## src/rtl/add64_seq.sv

```systemverilog
// -----------------------------------------------------------------------------
// add64_seq
// Sequential W-bit adder/subtractor (W = 16*NSLICE) that borrows one external
// 16-bit adder and walks the operands through it one slice per clock,
// least-significant slice first, rippling the carry through a register.
//
// Ports
//   clk       in   clock, all state changes on the rising edge
//   rst       in   synchronous active-high reset
//   start     in   begin an operation (only looked at while idle)
//   sub       in   0: A+B, 1: A-B (captured with start)
//   op_a      in   W  operand A (captured with start)
//   op_b      in   W  operand B (captured with start)
//   busy      out  high while an operation is running or completing
//   done      out  one-cycle pulse, result valid
//   sum       out  W  result, held until the next accepted start
//   cout      out  carry out of the MSB (for sub: 1 = no borrow)
//   ovf       out  two's-complement overflow
//   add_A     out  16 A slice to the external adder
//   add_B     out  16 effective B slice to the external adder
//   add_Cin   out  carry into the external adder
//   add_S     in   16 external adder sum (combinational)
//   add_Cout  in   external adder carry out
// -----------------------------------------------------------------------------
module add64_seq #(
    parameter int NSLICE = 4
) (
    input  logic                   clk,
    input  logic                   rst,
    input  logic                   start,
    input  logic                   sub,
    input  logic [16*NSLICE-1:0]   op_a,
    input  logic [16*NSLICE-1:0]   op_b,
    output logic                   busy,
    output logic                   done,
    output logic [16*NSLICE-1:0]   sum,
    output logic                   cout,
    output logic                   ovf,
    output logic [15:0]            add_A,
    output logic [15:0]            add_B,
    output logic                   add_Cin,
    input  logic [15:0]            add_S,
    input  logic                   add_Cout
);

    localparam int W  = 16 * NSLICE;
    localparam int IW = (NSLICE > 1) ? $clog2(NSLICE) : 1;

    localparam logic [1:0] S_IDLE = 2'd0;
    localparam logic [1:0] S_RUN  = 2'd1;
    localparam logic [1:0] S_DONE = 2'd2;

    localparam logic [IW-1:0] LAST_IDX = IW'(NSLICE - 1);

    logic [1:0]    r_state;
    logic [W-1:0]  r_a;
    logic [W-1:0]  r_b;       // B already inverted for subtraction
    logic          r_carry;
    logic [IW-1:0] r_idx;
    logic [W-1:0]  r_sum;
    logic          r_cout;
    logic          r_ovf;
    logic          r_done;
    logic          r_busy;

    logic [15:0]   w_slice_a;
    logic [15:0]   w_slice_b;
    logic [15:0]   w_add_a;
    logic [15:0]   w_add_b;
    logic          w_add_cin;

    // Select the current slice of A and effective B with an AND-OR mux.
    always_comb begin
        w_slice_a = 16'd0;
        w_slice_b = 16'd0;
        for (int i = 0; i < NSLICE; i++) begin
            w_slice_a = w_slice_a | ({16{r_idx == IW'(i)}} & r_a[16*i +: 16]);
            w_slice_b = w_slice_b | ({16{r_idx == IW'(i)}} & r_b[16*i +: 16]);
        end
    end

    // Present operands to the external adder only while running; quiet otherwise.
    always_comb begin
        w_add_a   = 16'd0;
        w_add_b   = 16'd0;
        w_add_cin = 1'b0;
        if (r_state == S_RUN) begin
            w_add_a   = w_slice_a;
            w_add_b   = w_slice_b;
            w_add_cin = r_carry;
        end else begin
            w_add_a   = 16'd0;
            w_add_b   = 16'd0;
            w_add_cin = 1'b0;
        end
    end

    // Control FSM and datapath registers.
    always_ff @(posedge clk) begin
        if (rst) begin
            r_state <= S_IDLE;
            r_a     <= '0;
            r_b     <= '0;
            r_carry <= 1'b0;
            r_idx   <= '0;
            r_sum   <= '0;
            r_cout  <= 1'b0;
            r_ovf   <= 1'b0;
            r_done  <= 1'b0;
            r_busy  <= 1'b0;
        end else begin
            case (r_state)
                S_IDLE: begin
                    r_done <= 1'b0;
                    if (start) begin
                        r_state <= S_RUN;
                        r_busy  <= 1'b1;
                        r_a     <= op_a;
                        r_b     <= sub ? ~op_b : op_b;
                        // Carry-in of 1 with inverted B forms the two's complement.
                        r_carry <= sub;
                        r_idx   <= '0;
                        r_sum   <= '0;
                        r_cout  <= 1'b0;
                        r_ovf   <= 1'b0;
                    end
                end
                S_RUN: begin
                    for (int i = 0; i < NSLICE; i++) begin
                        if (r_idx == IW'(i)) begin
                            r_sum[16*i +: 16] <= add_S;
                        end
                    end
                    r_carry <= add_Cout;
                    if (r_idx == LAST_IDX) begin
                        r_idx   <= '0;
                        r_state <= S_DONE;
                        r_done  <= 1'b1;
                        r_cout  <= add_Cout;
                        // Same-sign operands whose result sign differs overflowed.
                        r_ovf   <= (r_a[W-1] == r_b[W-1]) && (add_S[15] != r_a[W-1]);
                    end else begin
                        r_idx <= r_idx + IW'(1);
                    end
                end
                S_DONE: begin
                    r_done  <= 1'b0;
                    r_busy  <= 1'b0;
                    r_state <= S_IDLE;
                end
                default: begin
                    r_state <= S_IDLE;
                    r_done  <= 1'b0;
                    r_busy  <= 1'b0;
                    r_idx   <= '0;
                end
            endcase
        end
    end

    assign busy    = r_busy;
    assign done    = r_done;
    assign sum     = r_sum;
    assign cout    = r_cout;
    assign ovf     = r_ovf;
    assign add_A   = w_add_a;
    assign add_B   = w_add_b;
    assign add_Cin = w_add_cin;

endmodule

```

## config.mk

```make
export PLATFORM = sky130hd
export DESIGN_NAME = add64_seq
export DESIGN_NICKNAME = d
export VERILOG_FILES = /design/src/rtl/add64_seq.sv
export SDC_FILE = /design/constraint.sdc
export NUM_CORES = 1
export LEC_CHECK = 0
export CORE_AREA = 2 2 133 135
export DETAILED_ROUTE_END_ITERATION = 8
export DIE_AREA = 0 0 135 137
export PLACE_DENSITY = 0.89
export SLEW_MARGIN = 20
export SYNTH_ARGS = -nofsm -noshare
export SYNTH_HDL_FRONTEND = slang
export SYNTH_SLANG_ARGS = --single-unit
```

## constraint.sdc

```tcl
create_clock -name clk -period 2.83 [get_ports clk]
set_input_delay 0.849 -clock clk [delete_from_list [all_inputs] [get_ports clk]]
set_output_delay 0.849 -clock clk [all_outputs]
set_load 0.01 [all_outputs]
```

# ---- Word-level counts from Yosys, hierarchy flattened
# Cells that the tools add are included.
# W data, S select, Z words.
dict set report totals {
  reg_bits 201
  inputBits 149
  out_inout_bits 101
  elab_cells 82
}
dict set report classes {
  add_sub_neg 1
  n_eq_ne 12
  muxes 25
  n_bitwise 17
  reduce_logical 14
}
# operator count
set ops {}
lappend ops {{$and A16 B16 Y16} 8}
lappend ops {{$mux W64} 2}
lappend ops {{$pmux W64 S2} 1}
lappend ops {{$mux W16} 6}
lappend ops {{$or A16 B16 Y16} 6}
lappend ops {{$not A64 Y64} 1}
lappend ops {{$reduce_and A3 Y1} 4}
lappend ops {{$ne A2 B2 Y1 const B} 5}
lappend ops {{$reduce_and A2 Y1} 5}
lappend ops {{$mux W2} 4}
lappend ops {{$pmux W1 S2} 4}
lappend ops {{$eq A2 B2 Y1 const B} 3}
lappend ops {{$mux W1} 6}
lappend ops {{$pmux W2 S3} 1}
lappend ops {{$eq A2 B1 Y1 const B} 2}
lappend ops {{$logic_not A2 Y1} 2}
lappend ops {{$pmux W2 S2} 1}
lappend ops {{$add A2 B1 Y2 const B} 1}
lappend ops {{$not A1 Y1} 2}
lappend ops {{$reduce_bool A2 Y1} 1}
lappend ops {{$reduce_or A2 Y1} 1}
lappend ops {{$eq A1 B1 Y1} 1}
lappend ops {{$logic_and A1 B1 Y1} 1}
lappend ops {{$ne A1 B1 Y1} 1}

# ---- Longest topological paths before layout
dict set report logic_depth {
  ltp_word 6
  depth_mapped 7
  depth_no_buf 5
}

# ---- Least setup slack after synthesis
# Ideal clock, no wire load.
dict set report synth_timing {
  kind {register to output}
  from {register r_idx[0]}
  to {output port add_B[0]}
  t_arrival_ps 1423
  required_ps 1981
  slack_ps 558
  stages_incl_launch_ff 6
  cell_sequence {dfxtp_1 ha_1 clkbuf_1 buf_1 a22oi_1 a21oi_1}
}
dict set report synth_between {
  elab_chain_cells 6
  elab_cells_between_ends 12
}
# element line_no
set synth_rtl {}
lappend synth_rtl {{start: declaration} 59} ;# logic [IW-1:0] r_idx;
lappend synth_rtl {{start signal: assignment} 143} ;# r_idx <= r_idx + IW'(1);
lappend synth_rtl {{$eq A2 B1 Y1 / $logic_not A2 Y1 (equally long branches)} 78} ;# w_slice_b = w_slice_b | ({16{r_idx == IW'(i)}} & r_b[16*i +: 16]);
lappend synth_rtl {{$and A16 B16 Y16} 78}
lappend synth_rtl {{$or A16 B16 Y16 (2 in series)} 78}
lappend synth_rtl {{$or A16 B16 Y16 *} 78}
lappend synth_rtl {{$mux W16 *} 87} ;# if (r_state == S_RUN) begin
lappend synth_rtl {{end: declaration} 40} ;# output logic [15:0] add_B,
# Every way passes the cells marked *; elsewhere a longest branch is shown, timed or not.

# ---- Worst setup path in the final report
dict set report layout_timing {
  from {register r_idx[1]}
  to {output port add_B[2]}
}
# Same word-level chain as after synthesis.

==> flow_metrics.tcl <==
set metrics [dict create \
    synthSimpleGateAreaFrac_pct 11.38 \
    critPathCaptureType "output port" \
    cts.sinks 201 \
    ys_types 35 \
    rsz0062_at_grt "true" \
    leakagePower_nw 4.177 \
    synth_nets 1075 \
    hold_path.class "reg -> reg" \
    viasPerCell 5.779 \
    cts_max_path_buffers 3 \
    synth_top_family_by_area "compound AO/OA/AOI/OAI gates" \
    seq_area_um2 4031 \
    dr.pass1.iters 5 \
    yosys_most_used_dff "dfxtp_1" \
    syn_to_final_growth_pct 42.89 \
    synth_area_leaders "dfxtp_1 48%, a21oi_1 6.9%, xnor2_1 6.7%, a32o_1 5.8%, a211oi_1 5.8%" \
    routed_wl_um 25530 \
    critPathKind "reg -> out" \
    slew_headroom_pct 46.76 \
    diodes 0 \
    fp.dieArea_um2 18500 \
    multi_input_area_um2 3944 \
    die_w_um 135 \
    hold_end "r_a[36]" \
    h-tree-depth 1 \
    post-route-period-util_pct 100.2 \
    root_buffer "clkbuf_16" \
    r2r_slack_ns 1.00 \
    synthCells 922 \
    clock_skew_ns 0.01889 \
    netlist_area_um2 8335 \
    status "finished with violations" \
    numCtsBuffers 22 \
    io_pins 250 \
    crit_fanout 18 \
    period_minus_slack_ns 2.834 \
    ir_drop_v 0.0004714 \
    clock_latency_ns 0.50 \
    dpl.hpwl_um 17120 \
    power.total_w 0.007271 \
    port_buffers 249 \
    fin_nets 1282 \
    ys_seq_area_share_pct 48.27 \
    synthXorXnorAreaFrac_pct 6.725 \
    num-fill-cells 1249 \
    tightestPinTransition_ns 0.7831 \
    drc 0 \
    synth_top_area_share_pct 48.27 \
    p_per_area_nw_per_um2 610.5 \
    post_synth.cell_area_avg_um2 9.041 \
    ys_ff_latch 201 \
    yosysMostFrequentCell "dfxtp_1" \
    synth_edf_count 0 \
    crit_arrival_ns 1.99 \
    cts-hold-fix-buffers 0 \
    synth_fa_ha_area_share_pct 0.6004 \
    gr-total-overflow 0 \
    coreArea_um2 17060 \
    final_antenna_net_count 0 \
    synth_commonest_cells "201 x dfxtp_1, 128 x nand2_1, 115 x a21oi_1, 72 x nor2_1" \
    violations "setup timing" \
    worst_slack_ns -0.004422 \
    slew_viol_final 0 \
    place_congestion 0.9227 \
    layout-drive-gt1-share_pct 10.93 \
    cp.required_ns 1.98 \
    async_flop_share_pct 0 \
    initial_core_util_pct 48.87 \
    grt_max_degree 67 \
    min_from "r_a[36]" \
    setup-tns-final_ns -0.004422 \
    chipHeight_um 137 \
    grt_pass1_wl_um 39340 \
    finalHoldViolCount 0 \
    antenna_found_initial 0 \
    num_vias 7911 \
    grt_pass1_vias 7760 \
    setup_viol 1 \
    max_freq_ghz 0.3528 \
    wire_per_inst_um 18.64 \
    r2r_start "r_state[0]" \
    yosysWarnings 0 \
    cts_tree "built" \
    muxShareOfSynthArea_pct 0.5254 \
    clk_pin_slew_ns 0.06 \
    drv_cap 0 \
    drt-initial-drc-count 493 \
    grt_usage_pct 26.64 \
    fp-row-count 48 \
    r2r-end "sum[60]" \
    yosysTopAreaCell "dfxtp_1" \
    synth_compound_area_share_pct 26.34 \
    startpoint_type "flop" \
    r2r_cells 4 \
    min_delay_path_depth 2 \
]
[stage by stage]
step / setup WS [ns] / util (%) / std cells / cell area, µm² / hold slack, ns
6_report: -0.004422 / 69.83 / 1369 / 11910 / 0.4568
5_1_grt: -0.04888 / 69.83 / 1369 / 11910 / 0.4687
4_1_cts: -0.02369 / 69.84 / 1368 / 11910 / 0.4543
3_5_place_dp: 0.08807 / 64.44 / 1327 / 10990 / 0.4462
3_3_place_gp: 0.1940 / 64.44 / 1327 / 10990 / 0.4413
2_1_floorplan: 0.5576 / - / 922 / 8335 / 0.4360
[where the power goes]
part | internal (W) | switching (W) | leakage (nW)
Sequential | 0.00300 | 0.000116 | 1.65
Clock | 0.00196 | 0.00113 | 0.395
Combinational | 0.000532 | 0.000532 | 2.13
[flip-flops by register name, summed over array words and instances, names as in the netlist]
signal,cells
r_a,64
r_b,64
sum,64
r_idx,2
r_state,2
busy,1
cout,1
done,1
ovf,1
r_carry,1
[critical path, cell delays in order, from the launching register on]
cell,delay [ns]
dfxtp_4,0.38
inv_1,0.07
ha_2,0.21
buf_12,0.16
a22oi_1,0.25
a21oi_1,0.11
dlygate4sd2_1,0.29
[repair_timing]
item	4_1_cts	5_1_grt
buffers inserted	0	1
setup endpoints to repair	33	32
cloned	2	0
resized for setup	58	51
pin swaps	2	5
[cells in the final DEF, fill, tap and decap left out, types with 2 or more instances in the layout]
cell               n
a211oi_1          64
mux2_2             2
a21oi_2            5
a21oi_1          113
bufbuf_16          2
ha_4               2
clkbuf_8           8
clkbuf_16         23
o21ai_0           19
nand2_1          128
dfxtp_4            2
nand4_1           17
buf_4             15
clkdlybuf4s15_1    5
inv_1              4
dfxtp_1          199
xnor2_1           64
clkbuf_2          17
a32oi_1            2
a22oi_2           18
buf_8              2
nand2b_1           2
clkbuf_1           3
clkdlybuf4s50_1  214
clkinv_2           2
a22oi_1           46
nor2_1            71
buf_12            13
ha_2               2
o21a_1             2
a32o_1            48
dlygate4sd2_1     10
nand2b_2           3
bufinv_16          3
[cell families after synthesis]
| group | Yosys count |
|---|---|
| DFF | 201 |
| AOI/OAI and AO/OA | 320 |
| muxes | 4 |
| buffers and inverters | 101 |
| xor gates and xnor gates | 64 |
| adders and majority gates | 4 |
| and+or+nand+nor | 228 |
[layer usage]
layer	routed length, µm	GRT usage (%)	vias up
met5	0	0	-
met4	1315	13.66	0
met3	1887	5.370	83
met2	12450	46.00	371
met1	9876	31.45	3736
li1	-	-	3721
[layout make-up]
type | instances | area share, %
flip-flops and latches | 201 | 33.85
clock buffers | 34 | 5.851
multi-input cells | 620 | 33.11
inverters | 5 | 0.1576
well taps | 225 | 2.364
clock inverters | 5 | 0.8404
repair buffers | 279 | 23.83
[worst max-delay path by stage]
stage	to	start	slack, ns	depth (start not counted)
floorplan	add_B[0]	r_idx[0]	0.56	5
global placement	ovf	start	0.19	4
detailed placement	sum[52]	start	0.09	4
CTS	add_B[2]	r_idx[0]	-0.02	6
global route	add_B[2]	r_idx[1]	-0.05	6
finish	add_B[2]	r_idx[1]	-0.004	6
No activity file was read; power rests on OpenSTA's default activity.
